<file path="src/rtl/uart_receiver_if.sv">
// Receive-side byte handshake between the UART receiver (master) and its consumer (slave).
interface uart_receiver_if #(
    parameter int DATA_WIDTH = 8
);
    logic [DATA_WIDTH-1:0] data_out;
    logic                  data_valid;
    logic                  data_ready;
    logic                  frame_error;
    logic                  overrun;

    modport master (
        output data_out,
        output data_valid,
        output frame_error,
        output overrun,
        input  data_ready
    );

    modport slave (
        input  data_out,
        input  data_valid,
        input  frame_error,
        input  overrun,
        output data_ready
    );
endinterface

</file>
<file path="src/rtl/uart_receiver.sv">
// 8N1 LSB-first UART receiver: input synchronizer, oversampling tick generator and
// mid-bit sampling FSM, delivering bytes over a valid/ready handshake with error pulses.
module uart_receiver #(
    parameter int DATA_WIDTH = 8,
    parameter int OVERSAMPLE = 16,
    parameter int TICK_LIMIT = 326,
    parameter int TICK_WIDTH = 9
) (
    input  logic             clock,
    input  logic             reset,
    input  logic             rx,
    uart_receiver_if.master  bus
);
    localparam int S_W = $clog2(OVERSAMPLE);
    localparam int N_W = $clog2(DATA_WIDTH) + 1;

    localparam logic [S_W-1:0]        S_HALF    = S_W'(OVERSAMPLE / 2 - 1);
    localparam logic [S_W-1:0]        S_LAST    = S_W'(OVERSAMPLE - 1);
    localparam logic [N_W-1:0]        N_LAST    = N_W'(DATA_WIDTH - 1);
    localparam logic [TICK_WIDTH-1:0] TICK_LAST = TICK_WIDTH'(TICK_LIMIT - 1);

    localparam logic [1:0] IDLE  = 2'd0;
    localparam logic [1:0] START = 2'd1;
    localparam logic [1:0] DATA  = 2'd2;
    localparam logic [1:0] STOP  = 2'd3;

    logic                  sync1_q, rx_s_q, rx_prev_q;
    logic [1:0]            state_q, state_d;
    logic [TICK_WIDTH-1:0] tick_cnt_q, tick_cnt_d;
    logic [S_W-1:0]        s_cnt_q, s_cnt_d;
    logic [N_W-1:0]        n_cnt_q, n_cnt_d;
    logic [DATA_WIDTH-1:0] shift_q, shift_d;
    logic [DATA_WIDTH-1:0] data_out_q, data_out_d;
    logic                  data_valid_q, data_valid_d;
    logic                  frame_error_q, frame_error_d;
    logic                  overrun_q, overrun_d;
    logic                  tick;

    assign tick = (tick_cnt_q == TICK_LAST);

    always_comb begin
        state_d       = state_q;
        tick_cnt_d    = tick ? '0 : tick_cnt_q + TICK_WIDTH'(1);
        s_cnt_d       = s_cnt_q;
        n_cnt_d       = n_cnt_q;
        shift_d       = shift_q;
        data_out_d    = data_out_q;
        data_valid_d  = data_valid_q;
        frame_error_d = 1'b0;
        overrun_d     = 1'b0;

        if (data_valid_q && bus.data_ready) begin
            data_valid_d = 1'b0;
        end

        case (state_q)
            IDLE: begin
                // Restarting the tick counter here puts every sample point at a fixed offset from the start edge.
                if (rx_prev_q && !rx_s_q) begin
                    state_d    = START;
                    s_cnt_d    = '0;
                    tick_cnt_d = '0;
                end
            end
            START: begin
                if (tick) begin
                    if (s_cnt_q == S_HALF) begin
                        if (!rx_s_q) begin
                            state_d = DATA;
                            s_cnt_d = '0;
                            n_cnt_d = '0;
                        end else begin
                            state_d = IDLE;
                        end
                    end else begin
                        s_cnt_d = s_cnt_q + S_W'(1);
                    end
                end
            end
            DATA: begin
                if (tick) begin
                    if (s_cnt_q == S_LAST) begin
                        shift_d = {rx_s_q, shift_q[DATA_WIDTH-1:1]};
                        s_cnt_d = '0;
                        if (n_cnt_q == N_LAST) begin
                            state_d = STOP;
                        end else begin
                            n_cnt_d = n_cnt_q + N_W'(1);
                        end
                    end else begin
                        s_cnt_d = s_cnt_q + S_W'(1);
                    end
                end
            end
            STOP: begin
                if (tick) begin
                    if (s_cnt_q == S_LAST) begin
                        state_d = IDLE;
                        s_cnt_d = '0;
                        if (rx_s_q) begin
                            // A load wins over a same-cycle accept; only an unaccepted byte counts as overrun.
                            data_out_d   = shift_q;
                            data_valid_d = 1'b1;
                            overrun_d    = data_valid_q && !bus.data_ready;
                        end else begin
                            frame_error_d = 1'b1;
                        end
                    end else begin
                        s_cnt_d = s_cnt_q + S_W'(1);
                    end
                end
            end
            default: state_d = IDLE;
        endcase
    end

    always_ff @(posedge clock or negedge reset) begin
        if (!reset) begin
            sync1_q       <= 1'b1;
            rx_s_q        <= 1'b1;
            rx_prev_q     <= 1'b1;
            state_q       <= IDLE;
            tick_cnt_q    <= '0;
            s_cnt_q       <= '0;
            n_cnt_q       <= '0;
            shift_q       <= '0;
            data_out_q    <= '0;
            data_valid_q  <= 1'b0;
            frame_error_q <= 1'b0;
            overrun_q     <= 1'b0;
        end else begin
            sync1_q       <= rx;
            rx_s_q        <= sync1_q;
            rx_prev_q     <= rx_s_q;
            state_q       <= state_d;
            tick_cnt_q    <= tick_cnt_d;
            s_cnt_q       <= s_cnt_d;
            n_cnt_q       <= n_cnt_d;
            shift_q       <= shift_d;
            data_out_q    <= data_out_d;
            data_valid_q  <= data_valid_d;
            frame_error_q <= frame_error_d;
            overrun_q     <= overrun_d;
        end
    end

    assign bus.data_out    = data_out_q;
    assign bus.data_valid  = data_valid_q;
    assign bus.frame_error = frame_error_q;
    assign bus.overrun     = overrun_q;
endmodule

</file>
<file path="src/flat_wrapper.sv">
// flat-port wrapper written by rule: the top's interface ports become plain ports
module uart_receiver_flat 
#(
    parameter int DATA_WIDTH = 8,
    parameter int OVERSAMPLE = 16,
    parameter int TICK_LIMIT = 326,
    parameter int TICK_WIDTH = 9
)
  (clock, reset, rx, bus_data_out, bus_data_valid, bus_frame_error, bus_overrun, bus_data_ready);
  uart_receiver_if #(.DATA_WIDTH(DATA_WIDTH)) bus_i ();
  input  logic clock;
  input  logic reset;
  input  logic rx;
  output wire logic [$bits(bus_i.data_out)-1:0] bus_data_out;
  output wire logic [$bits(bus_i.data_valid)-1:0] bus_data_valid;
  output wire logic [$bits(bus_i.frame_error)-1:0] bus_frame_error;
  output wire logic [$bits(bus_i.overrun)-1:0] bus_overrun;
  input wire logic [$bits(bus_i.data_ready)-1:0] bus_data_ready;
  assign bus_data_out = bus_i.data_out;
  assign bus_data_valid = bus_i.data_valid;
  assign bus_frame_error = bus_i.frame_error;
  assign bus_overrun = bus_i.overrun;
  assign bus_i.data_ready = bus_data_ready;
  uart_receiver #(.DATA_WIDTH(DATA_WIDTH), .OVERSAMPLE(OVERSAMPLE), .TICK_LIMIT(TICK_LIMIT), .TICK_WIDTH(TICK_WIDTH)) u_core (.clock(clock), .reset(reset), .rx(rx), .bus(bus_i));
endmodule
</file>
<file path="config.mk">
export PLATFORM = sky130hd
export DESIGN_NAME = uart_receiver_flat
export DESIGN_NICKNAME = d
export VERILOG_FILES = /design/src/rtl/uart_receiver_if.sv /design/src/rtl/uart_receiver.sv /design/src/flat_wrapper.sv
export SDC_FILE = /design/constraint.sdc
export NUM_CORES = 1
export LEC_CHECK = 0
export ABC_AREA = 1
export CORE_UTILIZATION = 40
export CTS_CLUSTER_DIAMETER = 120
export DETAILED_ROUTE_END_ITERATION = 8
export HOLD_SLACK_MARGIN = 0.15
export SLEW_MARGIN = 20
export SYNTH_ARGS = -nofsm -noshare
export SYNTH_HDL_FRONTEND = slang
export SYNTH_SLANG_ARGS = --single-unit
</file>
<file path="constraint.sdc">
create_clock -name clock -period 5 [get_ports clock]
set_clock_uncertainty 0.2 [all_clocks]
set_input_delay 0.75 -clock clock [delete_from_list [all_inputs] [get_ports clock]]
set_output_delay 0.75 -clock clock [all_outputs]
set_load 0.02 [all_outputs]
</file>
==> summary by stage <==
Floorplanning
The die covers 0.00524 mm^2. The die is 72.4 um tall. The I/O pin count is 15. The number of placement rows is 25. The floorplan step defined a core boundary enclosing 0.00475 mm^2. Once the floorplan was initialized, standard cells occupied 41.7% of the core. The die is 72.4 um wide.

Timing
Setup repair after global routing left no endpoint under its margin. The actual slew at the worst max-slew pin is 0.909 ns. The count of final hold-check violations is 0.

The number of max-slew violations in the final report is 0. The number of endpoints failing setup at the final stage is 0. The final critical delay including setup and external delays is 2.18 ns.

Setup total negative slack on the finished layout was measured at 0 ns. Dividing the final minimum period by the clock period gives between 40% and 50%. Measured against its own limit, the worst slew margin works out to 39.4%. Final hold analysis gives a worst-case slack of 0.158 ns. The highest clock frequency the design can meet is 458 MHz.

Setup path
The worst setup path is of the flop to output pin kind. STA puts the critical path data required time at 4.05 ns. The worst setup path is captured at an output pin. The length in cells of the worst reg-to-reg path is 6. Broken down by cell family, the worst path's largest delay share belongs to buffers and inverters. STA classifies the critical path startpoint as a flop.

Of all nets on the critical path, the largest fanout is 2. The signal on the critical path passes through clkdlybuf4s50_1. The critical path's largest stage delay is 0.61 ns. The arrival time of data at the critical path endpoint is 1.23 ns. In this run the number of cells on the critical path is 1. The number of buffer and inverter stages on the critical path is 1. The cell with the largest stage delay on the worst path is clkdlybuf4s50_1.

Power and ir drop
The static leakage is 1.16 nW. In this run the power density over the cells is ~400 mW/mm^2. The peak supply drop is 0.281 mV.

The total power of the final layout is around 0.00091 W.

Logic synthesis
The cell type contributing the most total cell area after synthesis is dfrtp_1. The count of cell types in the netlist is 28. In the synthesized netlist the dominant register cell turns out to be dfrtp_1.

The number of nets produced by synthesis is 247. The synthesized instance count is 239. After synthesis, the share of flip-flops with an asynchronous set or reset is 100%.

Sequential elements use 52.0% of the synthesized area. Summed over its instances, the top area cell type makes up 48.0% of the synthesized netlist area. The Yosys step of the flow raised 0 warnings. The number of synthesized flops with an enable pin is 0.

After synthesis the netlist holds a flip-flop and latch count of between 40 and 50. Averaged over all synthesized cells, the footprint is 8.29 um^2. The mapped netlist covers 0.00198 mm^2. By area the synthesized netlist is led by dfrtp_1 (48%), nand2_1 (11%), inv_1 (6.8%).

Global routing
The maximum number of pins on one net before global-route repair is 42. The total global-route track usage is 14.7%. The global-route wire length before repair is 5930 um. The total congestion overflow is 0. The via count of the first global-routing pass was 1334. The initial antenna violation count came to 0.

Route
The average via count per standard cell is 4.49. The count of nets left with antenna violations once routing finished came out at 0. In this run, the number of DRC markers left after iteration 0 of detailed routing was 63. Across all layers, the routed design uses 1465 vias. For this run, design rule violations remaining after detail routing come to 0. The final wirelength is about 3300 um. The first detailed-routing pass took 4 iterations. In the final routed layout, each cell accounts on average for 10.1 um.

Clocking
Gates resized during post-CTS repair numbered 0. The number of sinks driven by the clock tree is 41. The number of buffers added for setup after CTS is 0. At the later pin of the worst-skew pair, clock insertion delay measures 0.28 ns.

The clock transition time at the flip-flop clock pins of the worst setup and hold paths is 0.08 ns. The TritonCTS clock tree is built. The clock buffer count from CTS is 5.

The number of hold buffers added after CTS was 0. CTS built an H-tree with a depth of 2. The clock passes through at most 2 buffers. The library cell used as clock root buffer is clkbuf_8.

Placement
The post-place instance area is roughly 0.0022 mm^2. Buffers placed on the I/O ports in this run total 14. The weighted congestion reported at the end of routability-driven placement is 0.808. The placed wire-length estimate is between 2000 and 2500 um.

Finish
The final antenna diode count is 0. The finished cells cover ~0.0023 mm^2. The synthesis-to-finish area growth is 15.3%. At the end of the flow, the number of nets in the layout was between 200 and 300. The share of layout cells above drive strength 1 is 13.5%.

Min path
In this run the worst hold path is classified as flop to flop. The hold-critical path depth is 0.

Run
Across the run, the number of max-cap violations was 0.

Outcome
The flow ran to the end, and the final reports show no timing, DRC or antenna violations.
==> layout by cell type, fill, tap and decap left out, types with 2 or more instances in the layout <==
| cell type | n |
|---|---|
| clkbuf_8 | 7 |
| nand2_1 | 60 |
| o21ai_1 | 21 |
| nand3_1 | 14 |
| inv_1 | 36 |
| nor2_4 | 3 |
| dfstp_2 | 3 |
| ha_1 | 4 |
| nor2_1 | 20 |
| a21oi_1 | 4 |
| dfrtp_1 | 38 |
| inv_2 | 8 |
| xor2_1 | 2 |
| nand2_2 | 6 |
| nand4_1 | 2 |
| nor3_1 | 4 |
| nand3b_1 | 2 |
| clkdlybuf4s50_1 | 13 |
==> registers in the layout, summed over array words and instances, names as in the netlist, named ones only <==
register                cells
u_core.bus.data_out         8
u_core.n_cnt_q              4
u_core.rx_s_q               1
u_core.bus.frame_error      1
u_core.s_cnt_q              4
u_core.bus.overrun          1
u_core.tick_cnt_q           9
u_core.state_q              1
u_core.rx_prev_q            1
u_core.sync1_q              1
u_core.shift_q              8
u_core.bus.data_valid       1
==> cell families (layout without fill, tap and decap cells) <==
logic type               count (synthesis)  after routing  synth area share, %
adder cells (fa/ha/maj)                  4              4                 2.53
flip-flops                              41             41                 52.0
XOR/XNOR                                 3              3                 1.33
buffers and inverters                   46             66                 9.15
AO/OA/AOI/OAI                           29             29                 7.83
AND/OR/NAND/NOR                        116            116                 27.2
==> final cells by class <==
cell class | instances | area [um^2]
Clock inverter | 1 | 5.00
Tap cell | 67 | 83.8
Multi-Input combinational cell | 152 | 771
Timing Repair Buffer | 14 | 135
Clock buffer | 7 | 96.3
Inverter | 44 | 165
Fill cell | 479 | 2470
Sequential cell | 41 | 1030
==> power breakdown <==
part	leakage [nW]	switching, W	internal [W]
clock network	0.0542	0.000107	0.000125
registers	0.549	0.0000555	0.000376
logic	0.558	0.000163	0.0000848
==> worst register-to-register path, cell delays in order (launching register included) <==
cell and delay [ns]:
dfrtp_1 0.39, ha_1 0.22, nand3_1 0.20, nor3_2 0.18, nand2_2 0.24, o21ai_1 0.21
inv_1 0.05
==> synthesized netlist by cell type, types with 2 or more instances <==
| library cell | n |
|---|---|
| nand2_1 | 60 |
| dfrtp_1 | 38 |
| inv_1 | 36 |
| o21ai_1 | 21 |
| nor2_1 | 20 |
| nand3_1 | 14 |
| inv_2 | 8 |
| nand2_2 | 6 |
| a21oi_1 | 4 |
| ha_1 | 4 |
| nor3_1 | 4 |
| dfstp_2 | 3 |
| nor2_4 | 3 |
| nand3b_1 | 2 |
| nand4_1 | 2 |
| xor2_1 | 2 |
==> metrics by stage <==
step | setup slack, ns | std cells | utilization (%)
after global placement | 3.13 | 318 | 45.9
after CTS | 2.80 | 326 | 48.1
after global routing | 2.75 | 326 | 48.1
after detailed placement | 3.12 | 318 | 45.9
after floorplan | 3.39 | 239 | -
final | 2.82 | 326 | 48.1
==> per-layer routing <==
metal | global-route usage, % | wire length [um] | vias up
met1 | 20.9 | 1710 | 663
met2 | 21.2 | 1440 | 21
met4 | 5.88 | 44 | 0
li1 | - | - | 777
met3 | 3.75 | 94 | 4
met5 | 0 | 0 | -
==> worst paths after layout <==
check                                             from                      to  slack, ns
worst max-delay path            u_core.bus.data_out[0]         bus_data_out[0]       2.82
worst min-delay path                    u_core.sync1_q           u_core.rx_s_q       0.16
worst max register to register       u_core.s_cnt_q[0]  u_core.bus.data_out[4]       3.19
worst min register to register          u_core.sync1_q           u_core.rx_s_q       0.16
max in group asynchronous                        reset       u_core.s_cnt_q[3]       3.64
min in group asynchronous                        reset    u_core.tick_cnt_q[3]       0.40
No activity file was read; power rests on OpenSTA's default activity.
